File: src/rtl/bus_decode_ws.sv
// Purpose : 8088 minimum-mode bus front end: address latch, N-region chip-select decode,
//           per-region wait-state generator driving READY, bus-error pulse, transceiver steering.
// Latency : Address/CS one cycle after the ALE edge; READY low for exactly WS cycles from the
//           strobe-sampling edge; BUSERR one cycle; XA2B/XB2A combinational.
// Flow    : none; the processor is throttled only through READY.
//
// Ports:
//   CLK, RESET        bus clock, synchronous active-high reset
//   ALE, IOM          address latch enable, 1 = I/O cycle
//   RD, WR, DEN       active-low read/write strobes and data enable
//   DTR               data transmit (1) / receive (0)
//   A, AD             upper address and multiplexed low address
//   Address, CS       latched address and one-hot (or zero) chip selects
//   READY, BUSERR     processor ready, undecoded/illegal strobe pulse
//   XA2B, XB2A        transceiver direction enables
module bus_decode_ws #(
  parameter int ADDR_BITS   = 20,
  parameter int LOW_BITS    = 8,
  parameter int NUM_REGIONS = 4,
  parameter int WS_BITS     = 3,
  parameter logic [NUM_REGIONS*ADDR_BITS-1:0] REGION_BASE =
    {20'h01C00, 20'h0FF00, 20'h00000, 20'h80000},
  parameter logic [NUM_REGIONS*ADDR_BITS-1:0] REGION_MASK =
    {20'h0FE00, 20'h0FFF0, 20'h80000, 20'h80000},
  parameter logic [NUM_REGIONS-1:0] REGION_IO = 4'b1100,
  parameter logic [NUM_REGIONS*WS_BITS-1:0] REGION_WS =
    {3'd2, 3'd1, 3'd0, 3'd0}
) (
  input  logic                          CLK,
  input  logic                          RESET,
  input  logic                          ALE,
  input  logic                          IOM,
  input  logic                          RD,
  input  logic                          WR,
  input  logic                          DTR,
  input  logic                          DEN,
  input  logic [ADDR_BITS-LOW_BITS-1:0] A,
  input  logic [LOW_BITS-1:0]           AD,
  output logic [ADDR_BITS-1:0]          Address,
  output logic [NUM_REGIONS-1:0]        CS,
  output logic                          READY,
  output logic                          BUSERR,
  output logic                          XA2B,
  output logic                          XB2A
);

  typedef enum logic [1:0] {ST_IDLE, ST_COUNT, ST_DONE} state_t;

  state_t                   r_state;
  logic [WS_BITS-1:0]       r_cnt;
  logic [ADDR_BITS-1:0]     r_addr;
  logic [NUM_REGIONS-1:0]   r_cs;
  logic                     r_ready;
  logic                     r_buserr;

  logic [ADDR_BITS-1:0]     w_addr;
  logic [NUM_REGIONS-1:0]   w_cs_next;
  logic [WS_BITS-1:0]       w_ws;
  logic                     w_strb;
  logic                     w_both;

  assign w_addr = {A, AD};
  assign w_strb = ~RD | ~WR;
  assign w_both = ~RD & ~WR;

  // Priority decode: walk from the top so the lowest matching region is written last and wins.
  // The I/O-vs-memory qualifier is folded in here, so CS alone carries the cycle's space.
  always_comb begin
    w_cs_next = '0;
    for (int i = NUM_REGIONS - 1; i >= 0; i--) begin
      if ((((w_addr ^ REGION_BASE[i*ADDR_BITS +: ADDR_BITS]) &
            REGION_MASK[i*ADDR_BITS +: ADDR_BITS]) == '0) && (IOM == REGION_IO[i])) begin
        w_cs_next    = '0;
        w_cs_next[i] = 1'b1;
      end
    end
  end

  // CS is one-hot or zero, so OR-ing the masked fields selects the active region's wait count.
  always_comb begin
    w_ws = '0;
    for (int i = 0; i < NUM_REGIONS; i++) begin
      if (r_cs[i]) begin
        w_ws = w_ws | REGION_WS[i*WS_BITS +: WS_BITS];
      end
    end
  end

  always_ff @(posedge CLK) begin
    if (RESET) begin
      r_addr   <= '0;
      r_cs     <= '0;
      r_state  <= ST_IDLE;
      r_cnt    <= '0;
      r_ready  <= 1'b1;
      r_buserr <= 1'b0;
    end else begin
      // The latch runs independently of the FSM; a new ALE mid-cycle does not disturb the count.
      if (ALE) begin
        r_addr <= w_addr;
        r_cs   <= w_cs_next;
      end

      r_buserr <= 1'b0;

      case (r_state)
        ST_IDLE: begin
          if (w_both || (w_strb && (r_cs == '0))) begin
            r_buserr <= 1'b1;
            r_state  <= ST_DONE;
          end else if (w_strb) begin
            if (w_ws == '0) begin
              r_state <= ST_DONE;
            end else begin
              r_ready <= 1'b0;
              r_cnt   <= w_ws;
              r_state <= ST_COUNT;
            end
          end
        end

        ST_COUNT: begin
          r_cnt <= r_cnt - 1'b1;
          if (r_cnt == WS_BITS'(1)) begin
            r_ready <= 1'b1;
            r_state <= ST_DONE;
          end
        end

        ST_DONE: begin
          // Wait for both strobes high so one long strobe is serviced only once.
          if (RD && WR) begin
            r_state <= ST_IDLE;
          end
        end

        default: begin
          r_state <= ST_IDLE;
          r_ready <= 1'b1;
        end
      endcase
    end
  end

  assign Address = r_addr;
  assign CS      = r_cs;
  assign READY   = r_ready;
  assign BUSERR  = r_buserr;
  assign XA2B    = DTR & ~DEN;
  assign XB2A    = ~DTR & ~DEN;

endmodule

File: config.mk
export PLATFORM = sky130hd
export DESIGN_NAME = bus_decode_ws
export DESIGN_NICKNAME = d
export VERILOG_FILES = /design/src/rtl/bus_decode_ws.sv
export SDC_FILE = /design/constraint.sdc
export NUM_CORES = 1
export LEC_CHECK = 0
export CORE_MARGIN = 2
export CORE_UTILIZATION = 40
export CTS_BUF_LIST = sky130_fd_sc_hd__clkbuf_4 sky130_fd_sc_hd__clkbuf_8
export DETAILED_ROUTE_END_ITERATION = 7
export PLACE_DENSITY = 0.85
export REMOVE_ABC_BUFFERS = 1
export SYNTH_ARGS = -nofsm -noshare
export SYNTH_HDL_FRONTEND = slang
export SYNTH_SLANG_ARGS = --single-unit
File: constraint.sdc
create_clock -name CLK -period 1.8 [get_ports CLK]
set_input_delay 0.54 -clock CLK [delete_from_list [all_inputs] [get_ports CLK]]
set_output_delay 0.54 -clock CLK [all_outputs]
set_load 0.02 [all_outputs]
Yosys cells after proc, flatten, opt, wreduce, memory -nomap -nowiden:

Index checks and enable logic that the tools add are counted.

* register bits: 31
* input bits: 28
* logic and storage cells: 71

* add/subtract/negate cells: 1
* eq/ne operators: 9
* mux-type cells: 22
* bitwise operators: 14
* reduce and logical (&&, ||, !) cells: 19

Operators with widths (count)
* 20-bit zero test: 4
* 4-bit 2-to-1 mux: 4
* 2-bit 2-to-1 mux: 6
* 2-bit != test (second input constant): 5
* 3-bit 2-to-1 mux: 3
* 1-bit NOT: 8
* 8-bit NOT: 1
* 1-bit logical AND: 6
* 1-bit 2-to-1 mux: 6
* 2-bit case mux with 3 select lines: 1
* 3-bit case mux with 2 select lines: 1
* 5-bit AND reduction: 1
* 4-bit zero test: 1
* 4-bit AND reduction: 1
* 1-bit bitwise AND: 3
* 3-bit by 1-bit == test with 1-bit output (second input constant): 1
* 3-bit zero test: 1
* 3-bit != test (second input constant): 1
* 3-bit NOT: 1
* 1-bit case mux with 3 select lines: 1
* 3-bit AND reduction: 1
* 3-bit by 1-bit subtractor with 3-bit output (second input constant): 1
* 2-bit by 1-bit == test with 1-bit output (second input constant): 1
* 2-bit == test (second input constant): 1
* 5 further kinds: 5

Depth between registers and ports, before layout:

Gate-level depths: netlist (run 1).

* word-level depth: 7
* mapped depth: 5

Worst setup path after synthesis (run 1):

No wires, ideal clock.

* kind: input-to-reg
* start: input port ALE
* end: register r_addr[19] (netlist: Address[19])
* data arrival time: 1.312 ns
* data required time: 1.672 ns
* path slack: 0.361 ns
* stages: 4
* buffers on the path: 2
* path through: clkbuf_1 > buf_2 > mux2i_1 > nor2_1

RTL lines
* start: declaration: line 31 `input logic ALE,`
* end signal: assignment: line 100 `r_addr <= w_addr;`
* end: declaration: line 51 `logic [ADDR_BITS-1:0] r_addr;`

Worst setup path after layout (run 1):

* start: register r_cs[1] (netlist: CS[1])
* end: output port CS[1]

RTL lines
* start: declaration: line 52 `logic [NUM_REGIONS-1:0] r_cs;`
* start signal: assignment: line 101 `r_cs <= w_cs_next;`
* end: declaration: line 40 `output logic [NUM_REGIONS-1:0] CS,`

No word-level cell between the ends.

==> summary.md, run 1 <==
| Metric | Value |
|---|---|
| Status | finished clean |
| Most common cell in the netlist | dfxtp_1 |
| Rel. slew slack | 75.09% |
| Pin count of the biggest net entering global routing | 28 |
| Seq/Total Area, Yosys | 46.36% |
| Buffer count from post-CTS setup fixing | 0 |
| GPL Wtd Cong | 0.9170 |
| # IOs | 56 |
| Setup_tns | 0 ns |
| Clk buf depth | 2 |
| GR Util All Layers | 17.63% |
| HP Class | flip-flop to flip-flop |
| MaxCap Viol Count | 0 |
| Hold-fix buffers, CTS | 0 |
| Final setup viols | 0 |
| Startpoint types | flip-flop |
| Final period util | 88.03% |
| Vias in the first global route | 1086 |
| Vias per cell | 4.719 |
| Pins Over Slew Limit | 0 |
| Slowest CP cell | dfxtp_1 |
| Fin area | 0.001993 mm² |
| Post-synth cell types | 33 |
| CTS Sinks | 31 |
| Routed Antenna Nets | 0 |
| Worst-Margin Slew | 0.3731 ns |
| DR pass1 iterations | 4 |
| Synth Cell Area | 0.001339 mm² |
| Initial DRC count | 65 |
| Die area | 0.003825 mm² |
| RSZ-0062 raised after global routing | false |
| Critical setup path kind | flip-flop to output port |
| CTS root buffer | clkbuf_4 |
| Synth area leader | dfxtp_1 |
| Max incr delay on CP | 0.37 ns |
| # H-tree levels | 2 |
| Clk_lat worst skew | 0.34 ns |
| ANT cells | 0 |
| WP data required | 1.26 ns |
| Per-cell routed wire length | 11.98 µm |
| Final min period | 1.585 ns |
| Nets | 232 |
| Core area | 0.003284 mm² |
| EDFF count, synth | 0 |
| Max Clock Skew | 0.01239 ns |
| Cell Pwr Density | 702.8 mW/mm² |
| Commonest cells in the netlist | dfxtp_1, nor2_1, mux2i_1 |
| Synth-to-layout area growth | 48.88% |
| Row count | 21 |
| Fmax achieved | 631.1 MHz |
| Vias | 1175 |
| Remaining DRCs | 0 |
| Yosys top cell area share | 46.36% |
| CP Cell Sequence | dlygate4sd2_1 |
| Yosys warnings | 0 |
| CP delay by family, top | flip-flops |
| Initial Util | 40.76% |
| Main area contributors after synthesis | dfxtp_1, mux2i_1, nor2_1 |
| CTS clk-pin slew, worst paths | 0.10 ns |
| Min-delay src | r_cnt[1] |
| Post-DP HPWL | 2.193 mm |
| Avg Inst Size Synth | 9.495 µm² |
| Die width | 61.85 µm |
| Layout cells sized above 1 | 10.34% |
| Gr ovfl total | 0 |
| FFs w/ async S/R, synth | 0% |
| WP buf/inv | 1 |
| Crit. End Element | output port |
| Final hold viol count | 0 |
| First-pass GRT wire length | 4.850 mm |
| Placed instance area | 0.001968 mm² |
| Reg2reg start | CS[3] |
| Initial antenna violation count | 0 |
| Mapped Cells | 141 |
| CP startpoint | CS[1] |
| Synthesized flop and latch total | 31 |
| Critical path peak fanout | 3 |
| Arr. time, crit path | 1.04 ns |
| P_leak | 0.9330 nW |
| Port Buffers | 55 |
| Die H | 61.85 µm |
| Main synth FF type | dfxtp_1 |
| TritonCTS clock tree | built |
| Max VDD drop | 0.4335 mV |
| CTS Buf Count | 5 |
| Final wirelength | 2.984 mm |
-- per-stage QoR --
step | hold WS [ns] | worst slack (ns) | std cells | power [mW] | util [%]
after CTS | 0.4682 | 0.006181 | 249 | 1.426 | 60.46
after floorplan | 0.4347 | 0.3928 | 133 | 0.8532 | -
after global placement | 0.4445 | -0.4704 | 241 | 1.023 | 59.92
final | 0.4659 | 0.2154 | 249 | 1.401 | 60.69
after global routing | 0.5049 | 0.1551 | 249 | 1.480 | 60.69
after detailed placement | 0.4515 | -0.4872 | 241 | 1.027 | 59.92
-- cells in the final DEF, fill, tap and decap left out, types with 2 or more instances in the layout --
master / netlist / final
a21oi_1: 8 / 8
and4_1: 2 / 2
buf_4: 0 / 8
clkbuf_4: 0 / 7
clkdlybuf4s50_1: 0 / 25
dfxtp_1: 31 / 31
dlygate4sd2_1: 0 / 26
dlymetal6s2s_1: 0 / 2
ha_1: 2 / 2
inv_1: 5 / 5
mux2i_1: 21 / 21
nand2_1: 4 / 4
nand2b_1: 4 / 4
nand3b_1: 3 / 3
nor2_1: 25 / 25
nor2b_1: 3 / 3
nor4_1: 3 / 3
o211ai_1: 2 / 2
o21ai_0: 2 / 2
o311ai_0: 2 / 2
or2b_2: 2 / 2
-- final timing paths --
| kind | to | slack, ns | depth (start not counted) |
|---|---|---|---|
| hold / removal | r_cnt[1] | 0.47 | 2 |
| setup reg to reg | r_cnt[0] | 0.51 | 4 |
| setup / recovery | CS[1] | 0.22 | 1 |
| hold reg to reg | r_cnt[1] | 0.47 | 2 |
-- layer usage --
layer  vias to the layer above  global-route usage [%]  routed length [µm]
li1                        614                       -                   -
met1                       519                   21.94                1323
met2                        36                   26.02                1388
met3                         6                   7.660                 215
met4                         0                   8.815                  57
met5                         -                       0                   0
-- sequential cells by signal, summed over array words and instances, names as in the netlist --
name and flops:
READY 1, CS 4, Address 20, r_cnt 3
r_state 2, BUSERR 1
-- timing repair --
| action | 4_1_cts | 5_1_grt |
|---|---|---|
| setup endpoints to repair | 27 | 3 |
| pin swaps | 0 | 0 |
| resized for setup | 35 | 3 |
-- report_power, final --
| part | internal, mW | switching [mW] |
|---|---|---|
| Clock | 0.182 | 0.232 |
| Sequential | 0.718 | 0.0200 |
| Combinational | 0.131 | 0.118 |
| Total | 1.03 | 0.370 |
-- area by class of cell --
type	instances	area [µm²]
fill	317	1291
multi-input combinational	97	655.6
sequential	31	620.6
timing repair buffer	62	583.1
tap	46	57.56
clock buffer	7	52.55
inverter	5	18.77
clock inverter	1	5.005
-- kinds of logic (layout without fill, tap and decap cells) --
logic type | count (synthesis) | in the layout | share of synthesized area (%)
buffers and inverters | 13 | 75 | 4.672
multiplexers | 21 | 21 | 15.70
AND/OR/NAND/NOR | 53 | 53 | 21.22
adder cells (fa/ha/maj) | 2 | 2 | 1.869
XOR/XNOR | 1 | 1 | 0.6543
AO/OA/AOI/OAI | 20 | 20 | 9.534
flip-flops | 31 | 31 | 46.36
Power figures use the tool's default switching activity.
==> inputs of run 2 (changes only) <==
--- a/config.mk
+++ b/config.mk
@@ -11,2 +11,3 @@
 export DETAILED_ROUTE_END_ITERATION = 7
+export HOLD_SLACK_MARGIN = 0.12
 export PLACE_DENSITY = 0.85
--- a/constraint.sdc
+++ b/constraint.sdc
@@ -3,2 +3,2 @@
 set_output_delay 0.54 -clock CLK [all_outputs]
-set_load 0.02 [all_outputs]
+set_load 0.01 [all_outputs]
==> run 2 against run 1 <==
Critical endpoint is now Address[10]. Register-to-register slack worse by 0.07 ns. Count of clock-buffer cells in the layout fell by 1. Design area increased by 2.7%. Combinational power fell by 4%. Die area is the same. Power is 1.4% lower. Routed wire length fell by 0.44%. Critical path depth unchanged. First-iteration DRC count fell by 66%. Non-clock buffer count down 1. Sequential power is essentially flat.
==> summary.md, run 2 (synthesis results as in run 1) <==
| Metric | Value |
|---|---|
| Filler Cell Count | 286 (-9.8%) |
| Final wirelength | 2.971 mm (-0.44%) |
| Clock Power Share | 29.2% (-0.3 points) |
| Rel. slew slack | 75.95% (+0.86 points) |
| Place WS | -0.4053 ns (+0.08190 ns) |
| Core area | 0.003284 mm² (unchanged) |
| CTS Buf Count | 5 (unchanged) |
| Hold-fix buffers, CTS | 0 (unchanged) |
| Pin count of the biggest net entering global routing | 28 (unchanged) |
| Crit. End Element | output port |
| Startpoint types | flip-flop |
| Worst-Margin Slew | 0.3562 ns (-0.01694 ns) |
| Pins Over Slew Limit | 0 (unchanged) |
| Power share of the sequential group | 53.4% (+0.7 points) |
| Final period util | 97.22% (+9.2 points) |
| Clk buf depth | 2 (unchanged) |
| Critical setup path kind | flip-flop to output port |
| HP Class | flip-flop to flip-flop |
| Gr ovfl total | 0 (unchanged) |
| Multi-input logic area | 655.6 µm² (unchanged) |
| Synth-to-layout area growth | 52.90% |
| Post-DP HPWL | 2.249 mm (+2.5%) |
| Port Buffers | 55 (unchanged) |
| Initial antenna violation count | 0 (unchanged) |
| Cell Pwr Density | 674.7 mW/mm² (-4.0%) |
| DR pass1 iterations | 4 (unchanged) |
| CTS Sinks | 31 (unchanged) |
| Max reg flops | 20 (unchanged) |
| Arr. time, crit path | 1.21 ns (+0.17 ns) |
| First-pass GRT wire length | 4.995 mm (+3.0%) |
| # H-tree levels | 2 (unchanged) |
| Routed Antenna Nets | 0 (unchanged) |
| Per-cell routed wire length | 12.03 µm (+0.37%) |
| Initial DRC count | 22 (-66%) |
| Fmax achieved | 571.4 MHz (-9.5%) |
| WP data required | 1.26 ns (about the same) |
| Switch Pwr | 0.3364 mW (-9.0%) |
| Vias | 1197 (+1.9%) |
| Max Clock Skew | 0.006008 ns (-0.006383 ns) |
| Final hold viol count | 0 (unchanged) |
| Setup ws final | 0.05003 ns (-0.1654 ns) |
| Slowest CP cell | clkdlybuf4s50_1 |
| Row count | 21 (unchanged) |
| Most frequent cells in the layout | clkdlybuf4s50_1, dfxtp_1, nor2_1 |
| Max VDD drop | 0.5006 mV (+15%) |
| GR Util All Layers | 17.75% (+0.12 points) |
| Vias in the first global route | 1162 (+7.0%) |
| Seq. cell area | 621.8 µm² (+0.20%) |
| Setup_tns | 0 ns (unchanged) |
| Layout cells sized above 1 | 9.950% (-0.39 points) |
| Commonest non-fill, non-tap cell in the layout | clkdlybuf4s50_1 |
| Vias per cell | 4.846 (+2.7%) |
| Final setup viols | 0 (unchanged) |
| Critical path peak fanout | 2 (-1) |
| Clk_lat worst skew | 0.33 ns (about the same) |
| # IOs | 56 (unchanged) |
| P_leak | 1.048 nW (+12%) |
| Comb pwr share | 17.4% (-0.4 points) |
| CP Cell Sequence | clkdlybuf4s50_1 |
| Internal power | 1.045 mW (+1.3%) |
| Die area | 0.003825 mm² (unchanged) |
| Placed Cells | 240 (-0.41%) |
| Max incr delay on CP | 0.54 ns (+0.17 ns) |
| Die H | 61.85 µm (unchanged) |
| ANT cells | 0 (unchanged) |
| RSZ-0062 raised after global routing | false |
| CTS clk-pin slew, worst paths | 0.09 ns (about the same) |
| TritonCTS clock tree | built |
| Remaining DRCs | 0 (unchanged) |
| CTS root buffer | clkbuf_4 |
| Layout Cells excl Fill | 247 (-0.80%) |
| MaxCap Viol Count | 0 (unchanged) |
| Sw frac | 24.36% (-2.0 points) |
| Nets | 231 (-0.43%) |
| WP buf/inv | 1 (unchanged) |
| Status | finished clean |
| Die width | 61.85 µm (unchanged) |
| GPL Wtd Cong | 0.9136 (-0.37%) |
| Initial Util | 40.76% (unchanged) |
| Final min period | 1.750 ns (+0.1654 ns) |
| CP delay by family, top | buffers and inverters |
==> run 2: changes by cell type in the layout (fill, tap and decap cells not counted), sizes merged <==
cell	change
dlymetal6s2s	+14
dlygate4sd2	-25
clkdlybuf4s50	+11
clkbuf	-1
buf	-1
==> run 2: metal layers <==
metal,share of wire [%],global-route usage (%),vias up
met4,1.9,6.687,0
li1,-,-,611
met3,7.3,8.489,7
met5,0,0,-
met1,43,21.27,547
met2,48,27.67,32
==> run 2: worst paths after layout <==
path          startpoint     endpoint  slack [ns]  cells past startpoint
min reg2reg     r_cnt[1]     r_cnt[1]        0.47                      2
max reg2reg        CS[2]     r_cnt[0]        0.44                      4
max          Address[10]  Address[10]        0.05                      1
min             r_cnt[1]     r_cnt[1]        0.47                      2
==> run 2: area by class of cell <==
class,instances,share of cell area [%]
Clock inverter,1,0.2445
Inverter,5,0.9169
Clock buffer,6,2.506
Sequential cell,31,30.38
Multi-Input combinational cell,97,32.03
Tap cell,46,2.812
Timing Repair Buffer,61,31.11
==> run 2: what timing repair did <==
item | in CTS | in global routing
pin swaps | 0 | 0
gates resized for setup | 10 | 16
setup buffers | 0 | 0
setup endpoints to repair | 3 | 17
==> run 2: stage by stage <==
stage / power [mW] / instance area (µm²) / utilization [%] / hold WS, ns
floorplan: 0.8288 / 1295 / - / 0.4347
global placement: 0.9983 / 1961 / 59.70 / 0.4448
detailed placement: 1.002 / 1961 / 59.70 / 0.4602
CTS: 1.401 / 2007 / 61.10 / 0.4730
global route: 1.454 / 2047 / 62.32 / 0.5002
finish: 1.381 / 2047 / 62.32 / 0.4680
==> run 2: power groups by stage <==
stage	Clock (mW)	Combinational, mW	Sequential [mW]
floorplan	0	0.0622	0.767
global placement	0	0.245	0.753
detailed placement	0	0.248	0.754
CTS	0.416	0.247	0.738
global route	0.447	0.264	0.743
finish	0.404	0.240	0.737
==> inputs of run 3 (changes only) <==
CORE_MARGIN = default   (was 2)
GPL_TIMING_DRIVEN = 0   (was default)
==> run 3 against run 2 <==
Maximum frequency down 0.75%. Non-clock buffer count down 6. Design area down 1.5%. Clock skew up 0.0072 ns. Register-to-register slack better by 0.08 ns. Final cell count down 2.8%. Sequential power up 0.7%. Via count up 1.5%. Worst hold slack better by 0.012 ns. Core utilization up 2.7 points. Combinational power down 5%. Clock power up 44%.
==> summary.md, run 3 (synthesis results as in run 1) <==
| Metric | Value |
|---|---|
| Row count | 20 (-4.8%) |
| Per-cell routed wire length | 14.78 µm (+23%) |
| Final period util | 97.95% (+0.73 points) |
| HP Class | flip-flop to flip-flop |
| Synth-to-layout area growth | 50.65% |
| Initial Util | 43.15% (+2.4 points) |
| Routed Antenna Nets | 0 (unchanged) |
| Crit. End Element | output port |
| Place WS | -0.7101 ns (-0.3049 ns) |
| Placed instance area | 0.001901 mm² (-3.1%) |
| DRT met1 WL | 1.425 mm (+11%) |
| GR Util All Layers | 20.08% (+2.3 points) |
| Core Util, Final | 65.00% (+2.7 points) |
| CTS Sinks | 31 (unchanged) |
| Critical setup path kind | flip-flop to output port |
| CP delay by family, top | buffers and inverters |
| Commonest non-fill, non-tap cell in the layout | dfxtp_1 |
| # H-tree levels | 2 (unchanged) |
| CTS Buf Count | 5 (unchanged) |
| Port Buffers | 55 (unchanged) |
| Vias | 1215 (+1.5%) |
| Layout Cells excl Fill | 240 (-2.8%) |
| P_leak | 1.092 nW (+4.1%) |
| # IOs | 56 (unchanged) |
| Layout cells sized above 1 | 9.184% (-0.77 points) |
| DR pass1 iterations | 3 (-1) |
| CP Cell Sequence | clkdlybuf4s50_1 |
| Arr. time, crit path | 1.22 ns (about the same) |
| Final min period | 1.763 ns (+0.01320 ns) |
| Vias in the first global route | 1197 (+3.0%) |
| Max incr delay on CP | 0.53 ns (about the same) |
| Initial DRC count | 52 (+140%) |
| Final hold viol count | 0 (unchanged) |
| Most frequent cells in the layout | dfxtp_1, clkdlybuf4s50_1, nor2_1 |
| CTS root buffer | clkbuf_4 |
| MaxCap Viol Count | 0 (unchanged) |
| Die area | 0.003582 mm² (-6.4%) |
| Rel. slew slack | 50.87% (-25 points) |
| Total power | 1.552 mW (+12%) |
| Final wirelength | 3.546 mm (+19%) |
| Nets | 225 (-2.6%) |
| Buffer count from post-CTS setup fixing | 0 (unchanged) |
| WP data required | 1.26 ns (about the same) |
| Hold Slack | 0.4802 ns (+0.01223 ns) |
| Critical path peak fanout | 2 (unchanged) |
| Pins Over Slew Limit | 0 (unchanged) |
| Setup_tns | 0 ns (unchanged) |
| DR WL met3 | 301 µm (+39%) |
| Die H | 59.85 µm (-3.2%) |
| GPL Wtd Cong | 0.8268 (-9.5%) |
| CTS clk-pin slew, worst paths | 0.11 ns (+0.02 ns) |
| TritonCTS clock tree | built |
| ANT cells | 0 (unchanged) |
| Vias per cell | 5.063 (+4.5%) |
| Status | finished clean |
| Setup ws final | 0.03683 ns (-0.01320 ns) |
| Initial antenna violation count | 0 (unchanged) |
| Pin count of the biggest net entering global routing | 30 (+7.1%) |
| Final setup viols | 0 (unchanged) |
| Remaining DRCs | 0 (unchanged) |
| First-pass GRT wire length | 5.168 mm (+3.5%) |
| Clk_lat worst skew | 0.34 ns (about the same) |
| Max VDD drop | 0.6812 mV (+36%) |
| Cell Pwr Density | 769.6 mW/mm² (+14%) |
| Fmax achieved | 567.2 MHz (-0.75%) |
| Placed Cells | 232 (-3.3%) |
| Gr ovfl total | 0 (unchanged) |
| Clk buf depth | 2 (unchanged) |
| Hold-fix buffers, CTS | 0 (unchanged) |
| Startpoint types | flip-flop |
| Worst-Margin Slew | 0.7370 ns (+0.3808 ns) |
| Die width | 59.85 µm (-3.2%) |
| Max layer used | met4 |
| Met2 routed WL | 1.762 mm (+25%) |
| Fin area | 0.002017 mm² (-1.5%) |
| Post-DP HPWL | 2.267 mm (+0.80%) |
| Core area | 0.003103 mm² (-5.5%) |
| Slowest CP cell | clkdlybuf4s50_1 |
| WP buf/inv | 1 (unchanged) |
| Max reg flops | 20 (unchanged) |
| Max Clock Skew | 0.01316 ns (+0.007155 ns) |
[run 3: cell types whose count changed in the layout (fill, tap and decap cells not counted)]
cell	before	now
dfxtp_1	30	29
dfxtp_2	1	2
clkdlybuf4s15_2	0	1
buf_4	5	0
dlymetal6s2s_1	16	19
buf_12	1	0
clkbuf_2	0	1
clkdlybuf4s50_1	36	27
bufinv_16	0	1
dlygate4sd2_1	1	5
[run 3: final timing paths]
| check | to | slack [ns] | from | depth (start not counted) |
|---|---|---|---|---|
| max | Address[12] | 0.04 | Address[12] | 1 |
| min | Address[15] | 0.48 | Address[15] | 2 |
| max reg2reg | r_cnt[1] | 0.52 | r_state[0] | 3 |
| min reg2reg | Address[15] | 0.48 | Address[15] | 2 |
[run 3: layout make-up]
type / count / area [µm²]
Fill cell: 270 / 1086
Multi-Input combinational cell: 97 / 655.6
Sequential cell: 31 / 623.1
Timing Repair Buffer: 55 / 578.1
Tap cell: 44 / 55.05
Clock buffer: 6 / 51.30
Clock inverter: 2 / 35.03
Inverter: 5 / 18.77
[run 3: report_power, final]
group	internal (mW)	switching, mW
clock	0.328	0.254
sequential	0.718	0.0238
combinational	0.132	0.0962
[run 3: layer usage]
metal,vias to the layer above,GRT usage [%]
met5,-,0
met4,0,8.638
met3,6,10.82
met2,42,32.22
met1,567,21.87
li1,600,-
[run 3: timing repair]
action	4_1_cts	5_1_grt
gates cloned	0	0
endpoints found under the setup margin	33	20
resized for setup	19	21
